<file path="src/rtl/button_event_gen.sv">
// button_event_gen: turns a debounced button level into single-cycle event
// pulses (press, click, long_press, repeat, release), a held level and a
// wrapping press counter. The repeat and release outputs are named
// repeat_pulse and release_pulse because the plain words are reserved
// keywords in SystemVerilog.
module button_event_gen #(
  parameter int LONG_CYCLES   = 8,
  parameter int REPEAT_CYCLES = 4
) (
  input  logic       clk,
  input  logic       rst,
  input  logic       btn_in,
  output logic       press,
  output logic       click,
  output logic       long_press,
  output logic       repeat_pulse,
  output logic       release_pulse,
  output logic       held,
  output logic [7:0] press_count
);

  localparam int HW = ($clog2(LONG_CYCLES) > 1) ? $clog2(LONG_CYCLES) : 1;
  localparam int RW = ($clog2(REPEAT_CYCLES) > 1) ? $clog2(REPEAT_CYCLES) : 1;
  localparam logic [HW-1:0] HOLD_LAST = HW'(LONG_CYCLES - 1);
  localparam logic [RW-1:0] REP_LAST  = RW'(REPEAT_CYCLES - 1);

  typedef enum logic [1:0] {LOCKOUT, IDLE, PRESSED, LONG} state_t;

  state_t        state, state_n;
  logic [HW-1:0] hold_cnt, hold_cnt_n;
  logic [RW-1:0] rep_cnt, rep_cnt_n;
  logic [7:0]    press_count_n;
  logic          press_n, click_n, long_press_n, repeat_n, release_n, held_n;

  // Next-state, counter updates and next-cycle pulse values.
  always_comb begin
    state_n       = state;
    hold_cnt_n    = hold_cnt;
    rep_cnt_n     = rep_cnt;
    press_count_n = press_count;
    press_n       = 1'b0;
    click_n       = 1'b0;
    long_press_n  = 1'b0;
    repeat_n      = 1'b0;
    release_n     = 1'b0;
    case (state)
      LOCKOUT: begin
        // A level held through reset must drop before it can count.
        if (!btn_in) state_n = IDLE;
      end
      IDLE: begin
        if (btn_in) begin
          state_n       = PRESSED;
          press_n       = 1'b1;
          press_count_n = press_count + 8'd1;
          hold_cnt_n    = HW'(1);
        end
      end
      PRESSED: begin
        // Release takes priority over reaching the threshold.
        if (!btn_in) begin
          state_n   = IDLE;
          click_n   = 1'b1;
          release_n = 1'b1;
        end else if (hold_cnt == HOLD_LAST) begin
          state_n      = LONG;
          long_press_n = 1'b1;
          rep_cnt_n    = '0;
        end else begin
          hold_cnt_n = hold_cnt + 1'b1;
        end
      end
      LONG: begin
        if (!btn_in) begin
          state_n   = IDLE;
          release_n = 1'b1;
        end else if (rep_cnt == REP_LAST) begin
          repeat_n  = 1'b1;
          rep_cnt_n = '0;
        end else begin
          rep_cnt_n = rep_cnt + 1'b1;
        end
      end
      default: state_n = LOCKOUT;
    endcase
    held_n = (state_n == PRESSED) || (state_n == LONG);
  end

  // State, counters and registered outputs; reset drops any pending pulse.
  always_ff @(posedge clk) begin
    if (rst) begin
      state         <= LOCKOUT;
      hold_cnt      <= '0;
      rep_cnt       <= '0;
      press_count   <= '0;
      press         <= 1'b0;
      click         <= 1'b0;
      long_press    <= 1'b0;
      repeat_pulse  <= 1'b0;
      release_pulse <= 1'b0;
      held          <= 1'b0;
    end else begin
      state         <= state_n;
      hold_cnt      <= hold_cnt_n;
      rep_cnt       <= rep_cnt_n;
      press_count   <= press_count_n;
      press         <= press_n;
      click         <= click_n;
      long_press    <= long_press_n;
      repeat_pulse  <= repeat_n;
      release_pulse <= release_n;
      held          <= held_n;
    end
  end

endmodule

</file>
<file path="config.mk">
export PLATFORM = sky130hd
export DESIGN_NAME = button_event_gen
export DESIGN_NICKNAME = d
export VERILOG_FILES = /design/src/rtl/button_event_gen.sv
export SDC_FILE = /design/constraint.sdc
export NUM_CORES = 1
export LEC_CHECK = 0
export CORE_MARGIN = 2
export CORE_UTILIZATION = 45
export DETAILED_ROUTE_END_ITERATION = 10
export PLACE_DENSITY = 0.73
export SLEW_MARGIN = 5
export SYNTH_ARGS = -nofsm -noshare
export SYNTH_HDL_FRONTEND = slang
export SYNTH_SLANG_ARGS = --single-unit
</file>
<file path="constraint.sdc">
create_clock -name clk -period 1.51 [get_ports clk]
set_input_delay 0.302 -clock clk [delete_from_list [all_inputs] [get_ports clk]]
set_output_delay 0.302 -clock clk [all_outputs]
set_load 0.01 [all_outputs]
</file>
==> results of run 1 <==
## cells in the final DEF, fill, tap and decap left out, types with 5 or more instances in the layout
cell type,count
a21oi_1,10
buf_4,15
clkdlybuf4s50_1,7
dfxtp_1,13
dfxtp_2,7
dlygate4sd2_1,9
ha_1,6
inv_1,5
nand2_1,7
nor2_1,7
o21ai_0,10
## Yosys cell counts, drive strengths merged
master | instances | share of area [%]
and3b | 2 | 1.8
nand2 | 7 | 2.7
a21oi | 12 | 6.3
mux2 | 1 | 1.2
o31ai | 2 | 1.6
nand3 | 4 | 2.6
nor2b | 2 | 1.3
o21ai | 10 | 5.2
o21a | 1 | 0.78
or4 | 3 | 2.3
xor2 | 2 | 1.8
o311a | 1 | 1.0
nand3b | 1 | 0.78
and4b | 1 | 1.0
and2 | 2 | 1.3
a21o | 1 | 0.78
a221oi | 1 | 0.91
nand4 | 3 | 2.0
or3 | 2 | 1.4
nor2 | 7 | 2.7
nor3b | 1 | 0.78
nand2b | 1 | 0.65
dfxtp | 20 | 42
ha | 8 | 10
clkbuf | 4 | 1.6
buf | 2 | 1.3
inv | 6 | 2.3
nor3 | 3 | 1.6
## critical path: cells and delay by family, from the launching register on
| kind | cells | cell delay [ps] |
|---|---|---|
| AND/OR/NAND/NOR | 2 | 610 |
| flip-flops | 1 | 360 |
| adder cells (fa/ha/maj) | 1 | 170 |
| buffers and inverters | 1 | 150 |
| AO/OA/AOI/OAI | 1 | 140 |
## final timing paths
check,from,to,slack [ps],depth (start not counted)
max,held,rep_cnt[0],30,5
min,hold_cnt[1],hold_cnt[1],490,2
max reg2reg,held,rep_cnt[0],30,5
min reg2reg,hold_cnt[1],hold_cnt[1],490,2
## metrics by stage
stage	setup WS (ps)	TNS (ps)	hold slack [ps]	total power [mW]
6_report	32.59	0	489.6	1.029
5_1_grt	1.614	0	512.6	1.063
4_1_cts	13.93	0	490.9	1.019
3_5_place_dp	-202.7	-1449	470.1	0.6995
3_3_place_gp	-164.7	-1134	457.6	0.6951
2_1_floorplan	13.57	0	448.4	0.6404
## cells by family (layout without fill, tap and decap cells)
family	Yosys count	after routing
AO/OA/AOI/OAI	28	28
multiplexers	1	1
flip-flops	20	20
XOR/XNOR	2	2
adder cells (fa/ha/maj)	8	8
buffers and inverters	12	41
AND/OR/NAND/NOR	39	39
## repair_timing
action	4_1_cts	5_1_grt
setup buffers	2	0
gates resized for setup	17	8
endpoints found under the setup margin	12	6
pin swaps	0	1
## sequential cells by signal, indices dropped and copies added, names as in the netlist
name           count
press_count        8
hold_cnt           3
rep_cnt            2
click              1
held               1
long_press         1
press              1
release_pulse      1
repeat_pulse       1
state              1
## power by group through the flow
stage	clock, mW	combinational, mW	sequential [mW]
2_1_floorplan	0	0.0736	0.567
3_3_place_gp	0	0.132	0.563
3_5_place_dp	0	0.136	0.563
4_1_cts	0.325	0.143	0.552
5_1_grt	0.335	0.172	0.556
6_report	0.319	0.156	0.554
## layout make-up
class | count | share of cell area [%]
inverters | 6 | 1.711
flip-flops and latches | 20 | 31.08
multi-input cells | 78 | 42.02
repair buffers | 31 | 19.87
clock buffers | 4 | 2.757
well taps | 27 | 2.567
## metal layers
layer / routed length, um / track usage (%) / up-vias
li1: - / - / 454
met1: 935 / 21.35 / 402
met2: 849 / 24.78 / 16
met3: 62 / 5.060 / 4
met4: 24 / 6.944 / 0
met5: 0 / 0 / -
==> impl_metrics.py, run 1 <==
metrics = {
    "timing": {
        "relSlewSlack_pct": 80.94,
        "finalHoldViolations": 0,
        "fin_skew_ps": 9.152,
        "slew_viol_final": 0,
        "period_needed_ps": 1477,
        "finalSetupViolations": 0,
        "worstMarginPinSlew_ps": 282.9,
        "fin_crit_sh_pct": 97.84,
        "rsz0062_at_grt": "no",
        "fmaxAchievable_mhz": 676.9,
    },
    "floorplan": {
        "fp-row-count": 16,
        "start_util_pct": 48.42,
        "io_pins": 17,
        "die_w_um": 50.18,
        "die_h_um": 50.18,
        "core_mm2": 0.001982,
        "die-area_mm2": 0.002518,
    },
    "power": {
        "p_int_mw": 0.7700,
        "swShare_pct": 25.18,
        "pwr-share-clk_pct": 31.0,
        "p_switching_mw": 0.2591,
        "peakVddDrop_v": 0.0006728,
        "seq_power_share_pct": 53.8,
        "leakage_nw": 0.5506,
        "p_comb_share_pct": 15.1,
        "p_per_area_mw_per_mm2": 781.9,
    },
    "cells_and_area": {
        "final-seq-area_um2": 409.1,
        "fin_nets": 151,
        "drive_above_1_share_pct": 25.18,
        "final_util_pct": 66.41,
        "fin_cells": 166,
        "multi_input_area_um2": 553.0,
        "final_area_mm2": 0.001316,
        "syn2layout_area_growth_pct": 37.16,
        "diodes": 0,
        "fillers": 169,
    },
    "outcome": {
        "status": "finished, final reports clean",
    },
    "cts": {
        "cts_buffers": 3,
        "h-tree-depth": 1,
        "cts.sinks": 20,
        "clock_latency_ps": 310,
        "hold_buffers": 0,
        "clk_path_buf_depth": 2,
        "cts.reportedPaths.clkPinSlew_ps": 120,
        "cts_root_buf": "clkbuf_4",
        "cts_tree": "yes",
    },
    "route": {
        "post_drt_wl_per_cell_um": 11.27,
        "drt-vias-per-instance": 5.277,
        "vias": 876,
        "wirelength_um": 1871,
        "drt-initial-drc-count": 6,
        "ant_nets": 0,
        "dr.pass1.iters": 4,
        "drc": 0,
    },
    "synth": {
        "ys_warn_count": 0,
        "ys_types": 31,
        "yosys-mux-area-fraction_pct": 1.173,
        "synth_compound_area_share_pct": 16.56,
        "synthesis.nets": 121,
        "syn_avg_cell_area_um2": 8.724,
        "syn_area_um2": 959.7,
        "synthXorXnorAreaFrac_pct": 1.825,
        "yosysSeqAreaShare_pct": 41.72,
        "yosys.area_share.adder_pct": 10.43,
        "syn_inst": 110,
        "synth_top_family_by_area": "simple AND/OR/NAND/NOR gates",
        "synthSimpleGateAreaFrac_pct": 23.08,
        "ys_seq_elements": 20,
    },
    "global_routing": {
        "grt_pass1_wl_um": 3187,
        "first_global_vias": 740,
        "grt_usage_pct": 16.35,
        "antenna_found_initial": 0,
        "grt_max_degree": 12,
        "grt-ovfl-total": 0,
    },
    "job": {
        "drv_cap": 0,
    },
    "placed_design": {
        "place_inst": 160,
        "postPlaceCellArea_mm2": 0.001224,
        "io_buffers": 16,
        "place.gp.congestion": 0.7979,
        "hpwl_um": 1356,
    },
    "worst_setup_path": {
        "critPathKind": "reg2reg",
        "crit_chain": "buf_4, ha_4, nor2b_1, or4_1, a21oi_1",
        "crit_path_end_kind": "flip-flop",
        "cp_slowest_cell": "or4_1",
        "critPathRequiredTime_ps": 1760,
        "cp.arrival_ps": 1730,
        "crit_fanout": 5,
        "max_stage_delay_ps": 470,
        "cp-start-kind": "flip-flop",
    },
    "min_path": {
        "holdCritPathClass": "reg2reg",
    },
}
(Power assumes the default switching activity.)
==> run 2: changes to the inputs <==
--- a/config.mk
+++ b/config.mk
@@ -6,9 +6,11 @@
 export NUM_CORES = 1
 export LEC_CHECK = 0
 export CORE_MARGIN = 2
-export CORE_UTILIZATION = 45
+export CORE_UTILIZATION = 53
+export CTS_CLUSTER_DIAMETER = 60
 export DETAILED_ROUTE_END_ITERATION = 10
-export PLACE_DENSITY = 0.73
+export DONT_BUFFER_PORTS = 1
+export PLACE_DENSITY = 0.71
 export SLEW_MARGIN = 5
 export SYNTH_ARGS = -nofsm -noshare
 export SYNTH_HDL_FRONTEND = slang
==> run 2 against run 1 <==
Global-route usage rose by 1.4 points; sequential cell count did not move; final area fell by 15%; routed wire length fell by 1.4%; clock-buffer cell count fell by 1; total power rose by 6.7%; via count fell by 12%; setup slack improved by 40 ps; register-to-register slack improved by 40 ps; non-clock buffer count fell by 25.
==> impl_metrics.py, run 2 (synthesized netlist as in run 1, its figures left out) <==
metrics = {
    "outcome": {
        "status": "finished, final reports clean",
    },
    "route": {
        "ant_nets": 0,
        "drc": 0,
        "wirelength_um": 1844,
        "post_drt_wl_per_cell_um": 13.27,
        "dr.pass1.iters": 4,
        "drt-initial-drc-count": 6,
        "drt-vias-per-instance": 5.518,
        "vias": 767,
    },
    "cts": {
        "cts.reportedPaths.clkPinSlew_ps": 120,
        "post_cts_buffers": 0,
        "cts_tree": "yes",
        "h-tree-depth": 1,
        "cts_root_buf": "clkbuf_4",
        "cts.sinks": 20,
        "cts_buffers": 3,
        "clock_latency_ps": 300,
        "clk_path_buf_depth": 2,
    },
    "timing": {
        "finalHoldViolations": 0,
        "period_needed_ps": 1438,
        "setup_tns_ps": 0,
        "fmaxAchievable_mhz": 695.6,
        "worstMarginPinSlew_ps": 364.7,
        "layout_setup_ws_ps": 72.30,
        "finalSetupViolations": 0,
        "slew_viol_final": 0,
        "rsz0062_at_grt": "no",
        "fin_skew_ps": 1.621,
        "fin_crit_sh_pct": 95.21,
        "relSlewSlack_pct": 75.43,
    },
    "global_routing": {
        "use_met2_pct": 25.00,
        "antenna_found_initial": 0,
        "grt_usage_pct": 17.79,
        "met1_usage_pct": 25.30,
        "grt_max_degree": 22,
        "grt_pass1_wl_um": 2718,
        "first_global_vias": 613,
        "grt-ovfl-total": 0,
        "grtUsageMet3_pct": 2.745,
        "grt_busiest_layer": "met1",
    },
    "floorplan": {
        "die_h_um": 46.55,
        "start_util_pct": 56.19,
        "core_mm2": 0.001708,
        "io_pins": 17,
        "die-area_mm2": 0.002167,
        "die_w_um": 46.55,
        "fp-row-count": 15,
    },
    "min_path": {
        "hold_depth": 1,
        "hold_path_end": "press_count[5]",
        "holdCritPathClass": "in2reg",
        "hold_start": "rst",
    },
    "power": {
        "p_comb_share_pct": 9.1,
        "leakage_nw": 0.4160,
        "seq_power_share_pct": 50.9,
        "peakVddDrop_v": 0.0006822,
        "p_int_mw": 0.8617,
        "swShare_pct": 21.51,
        "p_per_area_mw_per_mm2": 986.9,
        "p_switching_mw": 0.2361,
        "pwr-share-clk_pct": 40.0,
    },
    "worst_setup_path": {
        "critPathRequiredTime_ps": 1750,
        "rr_endpoint": "rep_cnt[0]",
        "crit_fanout": 5,
        "r2r.worst_path.cells": 5,
        "critPathKind": "reg2reg",
        "r2r_start": "state[0]",
        "crit_path_end_kind": "flip-flop",
        "cp.arrival_ps": 1680,
        "rrSetupSlack_ps": 70,
        "cp-start-kind": "flip-flop",
    },
    "cells_and_area": {
        "largest_register": "press_count",
        "layout_common_cells": "dfxtp_1 (17), a21oi_1 (11), o21ai_0 (10)",
        "largest_registers": "press_count: 8 flops, hold_cnt: 3 flops, rep_cnt: 2 flops",
        "fin_nets": 126,
        "multi_input_area_um2": 539.3,
        "final-seq-area_um2": 409.1,
        "final_util_pct": 65.13,
        "drive_above_1_share_pct": 18.42,
        "diodes": 0,
        "syn2layout_area_growth_pct": 15.91,
        "fillers": 140,
        "final_area_mm2": 0.001112,
        "largest_register_ffs": 8,
        "final_common_cell": "dfxtp_1",
    },
    "placed_design": {
        "place_ws_ps": -10.76,
        "io_buffers": 0,
        "hpwl_um": 1165,
        "postPlaceCellArea_mm2": 0.001021,
        "place.gp.congestion": 0.7500,
    },
    "job": {
        "drv_cap": 0,
    },
}
## run 2: changes by cell type in the layout (fill, tap and decap cells not counted), sizes merged
cell	before	now
dlygate4sd2	9	0
buf	15	6
bufinv	0	1
clkbuf	4	3
clkdlybuf4s50	7	0
## run 2: metal layers
| layer | up-vias | part of all wire, % |
|---|---|---|
| li1 | 400 | - |
| met1 | 351 | 50 |
| met4 | 0 | 0.81 |
| met2 | 14 | 45 |
| met5 | - | 0 |
| met3 | 2 | 3.7 |
## run 2: critical path, cell delays in order (launching register included)
cell and delay [ps]:
dfxtp_4 400, inv_1 60, ha_2 190, nor2b_1 150, or4_1 460, a21oi_1 120
## run 2: repair_timing
action / CTS / global route
pin swaps: 0 / 1
cloned: 0 / 0
hold buffers: 0 / 0
resized for setup: 4 / 8
endpoints found under the setup margin: 4 / 6
## run 2: worst max-delay path by stage
stage	from	endpoint	slack, ps	cells after the start
global route	state[0]	hold_cnt[1]	8	6
floorplan	held	press_count[7]	10	5
finish	state[0]	rep_cnt[0]	70	5
detailed placement	held	press_count[5]	-10	5
CTS	state[0]	rep_cnt[0]	2	5
global placement	held	press_count[7]	20	5
## run 2: power by group through the flow
stage / clock, mW / sequential (mW) / combinational [mW]
finish: 0.439 / 0.559 / 0.100
global route: 0.469 / 0.562 / 0.113
CTS: 0.448 / 0.558 / 0.0970
detailed placement: 0 / 0.567 / 0.0882
global placement: 0 / 0.566 / 0.0864
floorplan: 0 / 0.567 / 0.0736
## run 2: area by class of cell
type | instances | share of cell area [%]
sequential | 20 | 36.78
timing repair buffer | 6 | 5.174
tap | 25 | 2.812
clock inverter | 1 | 2.700
clock buffer | 3 | 2.025
inverter | 6 | 2.025
multi-input combinational | 78 | 48.48
## run 2: metrics by stage
step | hold slack [ps] | cells | total power, mW
floorplan | 448.4 | 110 | 0.6404
global placement | 374.1 | 135 | 0.6528
detailed placement | 375.3 | 135 | 0.6555
CTS | 33.82 | 139 | 1.104
global route | 20.08 | 139 | 1.144
finish | 42.78 | 139 | 1.098
==> RTL edit 1 (settings of run 1) <==
Reset style: asynchronous (`rst`), changed in one clocked block.
--- a/src/rtl/button_event_gen.sv
+++ b/src/rtl/button_event_gen.sv
@@ -88,5 +88,5 @@
 
   // State, counters and registered outputs; reset drops any pending pulse.
-  always_ff @(posedge clk) begin
+  always_ff @(posedge clk or posedge rst) begin
     if (rst) begin
       state         <= LOCKOUT;
Check against the original RTL: differs if rst is asserted again (counterexample within 4 cycles, from zero or initial values and one cycle with rst high); with rst held inactive, the same outputs for 10 cycles.
==> RTL edit 1 against run 1 <==
- count of clock-buffer cells in the layout unchanged
- highest routed layer unchanged
- sequential cell count did not move
- wire length down 1.3%
- critical path depth shrank 4
- fmax rose by 1.9%
- final area is essentially flat
- largest cell class is now sequential cells
- critical endpoint is now release_pulse
- worst setup slack improved by 0.028 ns
- synthesized cell count fell by 26%
- area after synthesis is 0.78% lower
Power is not compared: it rests on default switching activity, and its combinational part moved more than twofold at a synthesized area within 25%.
==> RTL edit 1: results <==
{
  "syn_area_per_cell_sq_um": 11.8,
  "synth-compound-area-share_pct": 10.4,
  "drt-met1-wl_um": 838,
  "dp.final_hpwl_um": 1280,
  "routedWlPerCell_um": 13.3,
  "yosys.area_share.adder_pct": 11.8,
  "critPathSlowestCell": "clkdlybuf4s50_1",
  "worstPathMaxFanout": 1,
  "dp_slack_ns": 0.0180,
  "reg2reg_setup_slack_ns": 0.06,
  "critical-path-max-stage-delay_ns": 0.52,
  "final.setup_skew_ns": 0.00152,
  "post_dp_cell_area_sq_mm": 0.00117,
  "gp_routability_congestion": 0.739,
  "synth.net_count": 93,
  "gr-usage-met1_pct": 21.4,
  "timing.final.crit_share_pct": 96.0,
  "overall_global_routing_usage_pct": 17.3,
  "route.vias.total": 708,
  "drive_gt1_share_pct": 27.7,
  "place_inst": 127,
  "maxUsedRoutingLayer": "met4",
  "synth_sequential_area_ratio_pct": 52.6,
  "min_delay_path_class": "in -> async",
  "critical_path.reg2reg.startpoint": "hold_cnt[1]",
  "worst_setup_path_endpoint": "release_pulse",
  "max_slew_margin_pct": 81.5,
  "clk-insertion-delay-late_ns": 0.29,
  "async_reset_ff_share_pct": 100,
  "hold_slack_ns": 0.314,
  "grt_pass1_vias": 727,
  "clk_pin_slew_ns": 0.10,
  "run_status": "finished, final reports clean",
  "synth.distinct_cells": 28,
  "synth.area.mux_share_pct": 2.76,
  "placement.io_buffers": 16,
  "wirelength_um": 1850,
  "cp_top_family": "buffers and inverters",
  "grt_first_pass_wirelength_um": 3260,
  "cp.arrival_ns": 1.15,
  "gr-usage-met2_pct": 28.9,
  "setup.worst_path.start": "release_pulse",
  "met2WireLength_um": 919,
  "synthesized_area_fraction_occupied_by_xor_and_xnor_cells_pct": 6.44,
  "global_route.usage.met3_pct": 5.45,
  "num-fill-cells": 156,
  "pin_count_of_the_biggest_net_entering_global_routing": 21,
  "first_iter_violations": 16,
  "largest_cells_by_area_after_synthesis": "dfrtp_1 (53%), ha_1 (12%), xnor2_1 (5.5%)",
  "worst_reg2reg_endpoint": "rep_cnt[1]",
  "synth_common_cells": "dfrtp_1 (20), ha_1 (9), xnor2_1 (6)",
  "met3_length_um": 75
}
[RTL edit 1: what timing repair did]
| action | CTS | global route |
|---|---|---|
| pin swaps | 0 | 1 |
| setup buffers | 7 | 1 |
| endpoints found under the setup margin | 9 | 19 |
| gates resized for setup | 6 | 19 |
[RTL edit 1: cell type report]
| cell class | instances | area (sq um) | area share [%] |
|---|---|---|---|
| multi-input combinational | 55 | 457 | 34.7 |
| inverter | 4 | 15.0 | 1.14 |
| clock buffer | 4 | 36.3 | 2.75 |
| tap | 27 | 33.8 | 2.56 |
| sequential | 20 | 503 | 38.2 |
| timing repair buffer | 29 | 273 | 20.7 |
[RTL edit 1: kinds of logic (layout without fill, tap and decap cells)]
| logic type | count (synthesis) | count (layout) |
|---|---|---|
| buffers and inverters | 6 | 37 |
| xor gates and xnor gates | 7 | 7 |
| muxes | 2 | 2 |
| and+or+nand+nor | 22 | 22 |
| DFF | 20 | 20 |
| adders and majority gates | 9 | 9 |
| AOI/OAI and AO/OA | 15 | 15 |
==> RTL edit 2 (flow settings as in run 1) <==
Made on the original files. Set the parameter `REPEAT_CYCLES` to 8 (it was 4).
--- a/src/rtl/button_event_gen.sv
+++ b/src/rtl/button_event_gen.sv
@@ -6,5 +6,5 @@
 module button_event_gen #(
   parameter int LONG_CYCLES   = 8,
-  parameter int REPEAT_CYCLES = 4
+  parameter int REPEAT_CYCLES = 8
 ) (
   input  logic       clk,
Formal check against the unedited RTL: same outputs for any inputs over 10 cycles, from zero or initial values and one cycle with rst high; that may be too few to reach the edited logic, so the function may still have changed.
==> RTL edit 2 against run 1 <==
- area after synthesis rose by 1.6%
- final area fell by 0.67%
- via count rose by 4.2%
- worst setup slack got worse by 0.0054 ns
- power fell by 3.2%
- sequential cell count rose by 1
- global-route usage rose by 0.97 points
- wire length rose by 10%
- critical endpoint is now press_count[7]
- largest cell class unchanged
- highest routed layer unchanged
==> RTL edit 2: results <==
{
  "grt_first_pass_wirelength_um": 3420,
  "placement.io_buffers": 16,
  "dp.final_hpwl_um": 1460,
  "gp_routability_congestion": 0.736,
  "first_iter_violations": 12,
  "worst-slew-pin-transition_ns": 0.270,
  "dp_slack_ns": -0.177,
  "drtPass1Iterations": 4,
  "synth_common_cells": "dfxtp_1 (21), a21oi_1 (15), o21ai_0 (12)",
  "worstPathMaxFanout": 5,
  "largest_cells_by_area_after_synthesis": "dfxtp_1 (43%), ha_1 (12%), a21oi_1 (7.7%)",
  "num_antenna_cells": 0,
  "pin_count_of_the_biggest_net_entering_global_routing": 13,
  "cts-htree-levels": 1,
  "post_drt_via_cell_ratio": 5.40,
  "wirelength_um": 2070,
  "overall_global_routing_usage_pct": 17.3,
  "critical-path-max-stage-delay_ns": 0.54,
  "run_status": "finished, final reports clean",
  "min_delay_path_class": "reg -> reg",
  "synth_sequential_area_ratio_pct": 43.1,
  "clk_pin_slew_ns": 0.12,
  "cp.arrival_ns": 1.72,
  "top_regs": "press_count x8, hold_cnt x3, rep_cnt x3",
  "synth.net_count": 125,
  "remaining_drc_errors": 0,
  "clock_tree.buffer_depth": 2,
  "yosys_warnings": 0,
  "synth.distinct_cells": 26,
  "grt_antenna_before_repair": 0,
  "final.setup_skew_ns": 0.00709,
  "drive_gt1_share_pct": 20.4,
  "p_leak_uw": 0.000548,
  "critPathSlowestCell": "or4_1",
  "clk-insertion-delay-late_ns": 0.30,
  "num-nets-final": 155,
  "ctsRootBufferMaster": "clkbuf_4",
  "grt_pass1_vias": 828,
  "worst_ir_drop_vdd_uv": 452,
  "async_reset_ff_share_pct": 0,
  "cts_inserted_buffers": 3
}
-- RTL edit 2: cell count changes in the layout (fill, tap and decap cells not counted), sizes merged, moves of 2 or more --
cell | before | now
nor2b | 2 | 0
dlygate4sd2 | 9 | 7
or3 | 2 | 4
a21oi | 12 | 15
nand4 | 3 | 5
o21ai | 10 | 12
or4 | 3 | 1
-- RTL edit 2: what timing repair did --
action / in CTS / in global routing
pin swaps: 0 / 3
endpoints found under the setup margin: 9 / 12
buffers inserted: 1 / 3
resized for setup: 14 / 12
-- RTL edit 2: worst max-delay path: cells and delay by family, from the launching register on --
| family | cells | cell delay [ns] |
|---|---|---|
| adder cells (fa/ha/maj) | 1 | 0.13 |
| flip-flops | 1 | 0.36 |
| AND/OR/NAND/NOR | 2 | 0.71 |
| AO/OA/AOI/OAI | 1 | 0.14 |
| buffers and inverters | 1 | 0.07 |
-- RTL edit 2: layout make-up --
type | count | area, sq um
clock buffer | 4 | 26.3
fill | 187 | 694
inverter | 7 | 28.8
multi-input combinational | 80 | 528
sequential | 21 | 432
tap | 27 | 33.8
timing repair buffer | 30 | 259
-- RTL edit 2: cell families after synthesis --
group	count (synthesis)	synth area share [%]
compound gates	31	17.3
xor+xnor	2	1.80
fa+ha+maj	9	11.6
buf+inv	12	4.88
flops	21	43.1
mux	1	1.03
simple gates	37	20.3
-- RTL edit 2: metrics by stage --
stage | cells | hold slack (ns) | instance area (sq um)
6_report | 169 | 0.482 | 1310
5_1_grt | 169 | 0.510 | 1310
4_1_cts | 166 | 0.487 | 1250
3_3_place_gp | 161 | 0.459 | 1220
3_5_place_dp | 161 | 0.470 | 1220
2_1_floorplan | 113 | 0.448 | 975
-- RTL edit 2: final timing paths --
kind	startpoint	endpoint	slack, ns	depth (start not counted)
max	held	press_count[7]	0.03	5
min	hold_cnt[1]	hold_cnt[1]	0.48	2
min reg2reg	hold_cnt[1]	hold_cnt[1]	0.48	2
max reg2reg	held	press_count[7]	0.03	5
-- RTL edit 2: metal layers --
metal / part of all wire, % / global-route usage [%]
met3: 2.9 / 2.68
met2: 49 / 27.9
met5: 0 / 0
met1: 47 / 22.4
met4: 1.7 / 9.01
-- RTL edit 2: report_power, final --
part	internal [uW]	switching, uW	leakage [uW]
Sequential	571	16.5	0.000173
Clock	103	165	0.0000150
Combinational	70.0	71.2	0.000360
